--- src/rtl/glyph_rom_arbiter.sv ---
// glyph_rom_arbiter
//   Shares one combinational glyph ROM between two requesters: port 0 (VGA text
//   renderer, priority) and port 1 (keyboard echo/editor). It arbitrates, drives a
//   registered ROM address, captures the glyph and returns it on a valid/ready
//   response channel. A one-entry last-glyph cache short-circuits repeated codes.
//   A starvation counter forces a port-1 win after STARVE_LIMIT consecutive losses.
//   Out-of-range codes read glyph 0 and are flagged with resp_err.
//
// Ports
//   clk, rst                  clock, synchronous active-high reset
//   req0_valid/code/ready     port 0 request channel (ready = accepted this cycle)
//   req1_valid/code/ready     port 1 request channel
//   rom_addr, rom_data        registered ROM address, same-cycle ROM data
//   resp_valid/ready          response handshake
//   resp_glyph/id/err         glyph bits, requester id (0/1), out-of-range flag
//   flush                     invalidate the glyph cache
//   busy                      transaction in progress (not idle)
module glyph_rom_arbiter #(
  parameter int ADDR_W       = 10,
  parameter int GLYPH_W      = 512,
  parameter int NUM_GLYPHS   = 26,
  parameter int STARVE_LIMIT = 8
) (
  input  logic               clk,
  input  logic               rst,
  input  logic               req0_valid,
  input  logic [ADDR_W-1:0]  req0_code,
  output logic               req0_ready,
  input  logic               req1_valid,
  input  logic [ADDR_W-1:0]  req1_code,
  output logic               req1_ready,
  output logic [ADDR_W-1:0]  rom_addr,
  input  logic [GLYPH_W-1:0] rom_data,
  output logic               resp_valid,
  input  logic               resp_ready,
  output logic [GLYPH_W-1:0] resp_glyph,
  output logic               resp_id,
  output logic               resp_err,
  input  logic               flush,
  output logic               busy
);

  typedef enum logic [1:0] {
    S_IDLE  = 2'd0,
    S_FETCH = 2'd1,
    S_RESP  = 2'd2
  } state_t;

  localparam int                CNT_W      = $clog2(STARVE_LIMIT + 1);
  localparam logic [ADDR_W-1:0] CODE_LIMIT = ADDR_W'(NUM_GLYPHS);
  localparam logic [CNT_W-1:0]  STARVE_MAX = CNT_W'(STARVE_LIMIT);

  state_t               state_q, state_d;
  logic [ADDR_W-1:0]    rom_addr_q, rom_addr_d;
  logic [GLYPH_W-1:0]   resp_glyph_q, resp_glyph_d;
  logic                 resp_id_q, resp_id_d;
  logic                 resp_err_q, resp_err_d;
  logic [ADDR_W-1:0]    code_q, code_d;
  logic                 flush_seen_q, flush_seen_d;
  logic [CNT_W-1:0]     starve_q, starve_d;
  logic                 cache_valid_q, cache_valid_d;
  logic [ADDR_W-1:0]    cache_tag_q, cache_tag_d;
  logic [GLYPH_W-1:0]   cache_data_q, cache_data_d;

  logic                 in_idle;
  logic                 grant0;
  logic                 grant1;
  logic [ADDR_W-1:0]    sel_code;
  logic                 sel_err;
  logic [ADDR_W-1:0]    sel_clamp;
  logic                 hit;

  // Arbitration is combinational in IDLE; ready doubles as the grant.
  assign in_idle   = (state_q == S_IDLE) && !rst;
  assign grant1    = in_idle && req1_valid && (!req0_valid || (starve_q == STARVE_MAX));
  assign grant0    = in_idle && req0_valid && !grant1;
  assign sel_code  = grant1 ? req1_code : req0_code;
  assign sel_err   = (sel_code >= CODE_LIMIT);
  assign sel_clamp = sel_err ? '0 : sel_code;
  assign hit       = cache_valid_q && !sel_err && !flush && (sel_code == cache_tag_q);

  always_comb begin
    state_d       = state_q;
    rom_addr_d    = rom_addr_q;
    resp_glyph_d  = resp_glyph_q;
    resp_id_d     = resp_id_q;
    resp_err_d    = resp_err_q;
    code_d        = code_q;
    flush_seen_d  = flush_seen_q;
    starve_d      = starve_q;
    cache_valid_d = cache_valid_q;
    cache_tag_d   = cache_tag_q;
    cache_data_d  = cache_data_q;

    case (state_q)
      S_IDLE: begin
        if (!req1_valid || grant1) begin
          starve_d = '0;
        end else if (grant0 && (starve_q != STARVE_MAX)) begin
          starve_d = starve_q + 1'b1;
        end
        if (grant0 || grant1) begin
          code_d       = sel_code;
          resp_id_d    = grant1;
          resp_err_d   = sel_err;
          // A flush in the grant cycle must also block the install in FETCH.
          flush_seen_d = flush;
          if (hit) begin
            resp_glyph_d = cache_data_q;
            state_d      = S_RESP;
          end else begin
            rom_addr_d = sel_clamp;
            state_d    = S_FETCH;
          end
        end
      end
      S_FETCH: begin
        resp_glyph_d = rom_data;
        if (!resp_err_q && !flush && !flush_seen_q) begin
          cache_valid_d = 1'b1;
          cache_tag_d   = code_q;
          cache_data_d  = rom_data;
        end
        state_d = S_RESP;
      end
      S_RESP: begin
        if (resp_ready) begin
          state_d = S_IDLE;
        end
      end
      default: begin
        state_d = S_IDLE;
      end
    endcase

    if (flush) begin
      cache_valid_d = 1'b0;
    end
  end

  always_ff @(posedge clk) begin
    if (rst) begin
      state_q       <= S_IDLE;
      rom_addr_q    <= '0;
      resp_glyph_q  <= '0;
      resp_id_q     <= 1'b0;
      resp_err_q    <= 1'b0;
      code_q        <= '0;
      flush_seen_q  <= 1'b0;
      starve_q      <= '0;
      cache_valid_q <= 1'b0;
      cache_tag_q   <= '0;
      cache_data_q  <= '0;
    end else begin
      state_q       <= state_d;
      rom_addr_q    <= rom_addr_d;
      resp_glyph_q  <= resp_glyph_d;
      resp_id_q     <= resp_id_d;
      resp_err_q    <= resp_err_d;
      code_q        <= code_d;
      flush_seen_q  <= flush_seen_d;
      starve_q      <= starve_d;
      cache_valid_q <= cache_valid_d;
      cache_tag_q   <= cache_tag_d;
      cache_data_q  <= cache_data_d;
    end
  end

  assign req0_ready = grant0;
  assign req1_ready = grant1;
  assign rom_addr   = rom_addr_q;
  assign resp_valid = (state_q == S_RESP);
  assign resp_glyph = resp_glyph_q;
  assign resp_id    = resp_id_q;
  assign resp_err   = resp_err_q;
  assign busy       = (state_q != S_IDLE);

endmodule
--- config.mk ---
export PLATFORM = sky130hd
export DESIGN_NAME = glyph_rom_arbiter
export DESIGN_NICKNAME = d
export VERILOG_FILES = /design/src/rtl/glyph_rom_arbiter.sv
export SDC_FILE = /design/constraint.sdc
export NUM_CORES = 2
export LEC_CHECK = 0
export BUFFER_PORTS_ARGS = -buffer_cell sky130_fd_sc_hd__buf_2
export CORE_AREA = 2 2 409 411
export CTS_CLUSTER_SIZE = 24
export DETAILED_ROUTE_END_ITERATION = 16
export DIE_AREA = 0 0 411 413
export MAX_ROUTING_LAYER = met4
export SKIP_LAST_GASP = 1
export SYNTH_ARGS = -nofsm -noshare
export SYNTH_HDL_FRONTEND = slang
export SYNTH_SLANG_ARGS = --single-unit
export TNS_END_PERCENT = 50
--- constraint.sdc ---
create_clock -name clk -period 3.2 [get_ports clk]
set_clock_uncertainty 0.1 [all_clocks]
set_input_delay 0.64 -clock clk [delete_from_list [all_inputs] [get_ports clk]]
set_output_delay 0.64 -clock clk [all_outputs]
set_load 0.03 [all_outputs]
==> insert_results.sql <==
INSERT INTO impl_metrics (metric_group, metric, value, unit) VALUES
('status', 'outcome', 'complete, but fails checks', ''),
('status', 'violations_in_the_final_reports', 'negative setup slack', ''),
('routing', 'final_antenna_net_count', '0', ''),
('job', 'timing.max_cap.violations', '0', ''),
('critical_path', 'worstPathRequired', '3710', 'ps'),
('cells_and_area', 'layout.area.seq', '21300', 'um^2'),
('power_and_ir_drop', 'power.clock.fraction', '38.1', '%'),
('min_path', 'hold_end', 'cache_data_q[503]', ''),
('clock_network', 'clock_sink_count', '1064', ''),
('power_and_ir_drop', 'switching_power', '0.01108', 'W'),
('synthesis', 'synth_warnings', '0', ''),
('global_route', 'number_of_global_route_vias_before_repair', '43210', ''),
('cells_and_area', 'layout.cells.most_common', 'buf_2', ''),
('place', 'port_buffers', '1065', ''),
('critical_path', 'r2r.worst_path.cells', '17', ''),
('clock_network', 'clkLatencyLatePin', '740', 'ps'),
('timing', 'setup_violations', '511', ''),
('routing', 'wire_per_inst', '19.88', 'um'),
('critical_path', 'crit_path_max_fo', '14', ''),
('critical_path', 'cp_data_arrival_time', '4040', 'ps'),
('global_route', 'antenna_found_initial', '48', ''),
('timing', 'max-slew-margin-rel', '25.33', '%'),
('clock_network', 'ctsHtreeMaxLevel', '3', ''),
('routing', 'via_count', '45600', ''),
('power_and_ir_drop', 'power.density_cell_area', '553.3', 'nW/um^2'),
('clock_network', 'cts_made_buffers', '117', ''),
('critical_path', 'r2r_setup_slack', '-340', 'ps'),
('place', 'gp_routability_congestion', '0.8880', ''),
('synthesis', 'synth.area.top_cells', 'dfxtp_1 45%, nor4_2 13%, nor3_2 10%', ''),
('clock_network', 'clock_path_buffers', '3', ''),
('synthesis', 'synth_top_cell_area_share', '44.92', '%'),
('critical_path', 'timing.rr.start', 'starve_q[0]', ''),
('cells_and_area', 'fill_cell_count', '16440', ''),
('critical_path', 'worstReg2RegEnd', 'resp_glyph[214]', ''),
('power_and_ir_drop', 'leakage', '24.89', 'nW'),
('timing', 'final_max_slew_viol_count', '0', ''),
('synthesis', 'count_of_state_elements_after_synthesis', '1064', ''),
('timing', 'setup_slack', '-335.9', 'ps'),
('timing', 'period_share', '110.5', '%'),
('cells_and_area', 'areaGrowthSynthToFinish', '36.15', '%'),
('synthesis', 'synth_area_per_inst', '8.903', 'um^2'),
('floorplan', 'die_width', '411', 'um'),
('min_path', 'min_delay_path_depth', '3', ''),
('synthesis', 'postSynth.topFlopCell', 'dfxtp_1', ''),
('critical_path', 'worstSetupPathType', 'flop to flop', ''),
('synthesis', 'synthesized_cell_area', '47420', 'um^2'),
('place', 'post_dp_cell_area', '54890', 'um^2'),
('synthesis', 'synth_seq_area_share', '44.92', '%'),
('synthesis', 'synthArstFlopShare', '0', '%'),
('timing', 'worst_margin_pin_slew', '1120', 'ps'),
('clock_network', 'tritoncts', 'built', ''),
('critical_path', 'end_kind', 'flop', ''),
('critical_path', 'critical_path_start_type', 'flop', ''),
('routing', 'routed_via_count_divided_by_cell_count', '5.049', ''),
('floorplan', 'start_util', '28.58', '%'),
('floorplan', 'core_region_area', '165900', 'um^2'),
('routing', 'drt_iter0_markers', '3605', ''),
('power_and_ir_drop', 'internal_power', '0.02464', 'W'),
('global_route', 'gr-total-overflow', '0', ''),
('timing', 'post-route-min-period', '3536', 'ps'),
('power_and_ir_drop', 'power.share.sequential', '41.6', '%'),
('cells_and_area', 'utilization', '38.91', '%'),
('clock_network', 'clockRootBuffer', 'clkbuf_16', ''),
('cells_and_area', 'layout_common_cells', '1064 x buf_2, 1062 x dfxtp_1, 1051 x nand2_1', ''),
('synthesis', 'synth.lib_cells_used.distinct', '52', ''),
('cells_and_area', 'multiInputGateArea', '23350', 'um^2'),
('floorplan', 'floorplan.die.height', '413', 'um'),
('critical_path', 'crit_path_start', 'starve_q[0]', ''),
('floorplan', 'io-pin-count', '1066', ''),
('global_route', 'grt_start_max_net_pins', '183', ''),
('timing', 'setup_repair_after_global_routing_missed_its_margin', 'true', '');
## repair_timing
| item | CTS | global route |
|---|---|---|
| hold endpoints to repair | 443 | 0 |
| gates resized for setup | 31 | 80 |
| buffers inserted | 12 | 24 |
| pin swaps | 3 | 64 |
| endpoints found under the setup margin | 512 | 522 |
| hold buffers | 434 | 0 |
| gates cloned | 9 | 11 |
## stage by stage
| stage | setup slack [ps] | power, W | setup TNS (ps) | cells | hold WS, ps |
|---|---|---|---|---|---|
| 2_1_floorplan | -67.82 | 0.01951 | -17090 | 5326 | 332.2 |
| 3_3_place_gp | -503.2 | 0.02174 | -206950 | 8281 | 336.8 |
| 3_5_place_dp | -556.1 | 0.02184 | -221880 | 8281 | 344.1 |
| 4_1_cts | -330.4 | 0.03597 | -105180 | 8950 | 0.4098 |
| 5_1_grt | -540.9 | 0.03707 | -220260 | 9020 | 41.15 |
| 6_report | -335.9 | 0.03572 | -113980 | 9031 | 77.21 |
## power groups by stage
stage                     Combinational [W]  Sequential, W  Clock (W)
after global placement              0.00664         0.0151          0
after CTS                           0.00725         0.0148     0.0139
after floorplan                     0.00323         0.0163          0
after global routing                0.00774         0.0149     0.0144
after detailed placement            0.00673         0.0151          0
final                               0.00726         0.0149     0.0136
## metal layers
| layer | track usage, % | routed length [um] | vias to the layer above | share of wire, % |
|---|---|---|---|---|
| met5 | - | 0 | - | 0 |
| met4 | 8.696 | 7895 | 0 | 4.4 |
| met3 | 4.468 | 13680 | 454 | 7.6 |
| met2 | 31.88 | 84430 | 1844 | 47 |
| met1 | 24.93 | 73490 | 22150 | 41 |
| li1 | - | - | 21150 | - |
## Yosys cell counts, types with 5 or more instances
master	number
a211oi_1	10
a21oi_1	530
buf_1	16
buf_12	9
buf_2	44
buf_4	8
buf_6	54
buf_8	37
clkbuf_1	355
dfxtp_1	1064
inv_1	9
mux2i_1	7
nand2_1	1051
nor2_1	531
nor3_1	547
nor3_2	480
nor3b_1	6
nor4_1	35
nor4_2	480
o32ai_1	5
xnor2_1	5
## layout make-up
class,instances,area share (%)
timing repair buffer,1763,20.37
antenna,47,0.1822
clock inverter,34,0.6629
tap,2204,4.272
sequential,1064,33.00
clock buffer,180,5.289
multi-input combinational,3729,36.17
inverter,10,0.05815
## worst max-delay path, cell delays in order (launching register included)
cell,delay (ps)
dfxtp_2,320
inv_2,60
ha_4,140
nand3b_4,80
a2111oi_4,400
buf_12,180
buf_8,130
buf_6,120
mux2i_4,250
xnor2_2,120
nor4_4,260
and4_4,310
buf_12,120
buf_16,190
buf_16,180
buf_4,120
nor3_2,30
nor4_2,240
## state kept, by name, indices dropped and copies added (netlist names)
| register | cells |
|---|---|
| state_q | 2 |
| cache_valid_q | 1 |
| resp_err | 1 |
| cache_tag_q | 10 |
| cache_data_q | 512 |
| flush_seen_q | 1 |
| resp_id | 1 |
| resp_glyph | 512 |
| rom_addr | 10 |
| code_q | 10 |
| starve_q | 4 |
## worst max-delay path by stage
stage	slack, ps	cells after the start	endpoint
finish	-340	17	resp_glyph[214]
global route	-540	18	resp_glyph[120]
CTS	-330	17	resp_glyph[414]
detailed placement	-560	12	resp_glyph[171]
global placement	-500	12	resp_glyph[158]
floorplan	-70	11	resp_glyph[32]
## cell families after synthesis
| logic type | count (synthesis) | share of synthesized area, % |
|---|---|---|
| AO/OA/AOI/OAI | 556 | 6.069 |
| XOR/XNOR | 10 | 0.2481 |
| adder cells (fa/ha/maj) | 2 | 0.05277 |
| buffers and inverters | 533 | 6.441 |
| flip-flops | 1064 | 44.92 |
| multiplexers | 10 | 0.2480 |
| AND/OR/NAND/NOR | 3151 | 42.02 |
No activity file was read; power rests on OpenSTA's default activity.
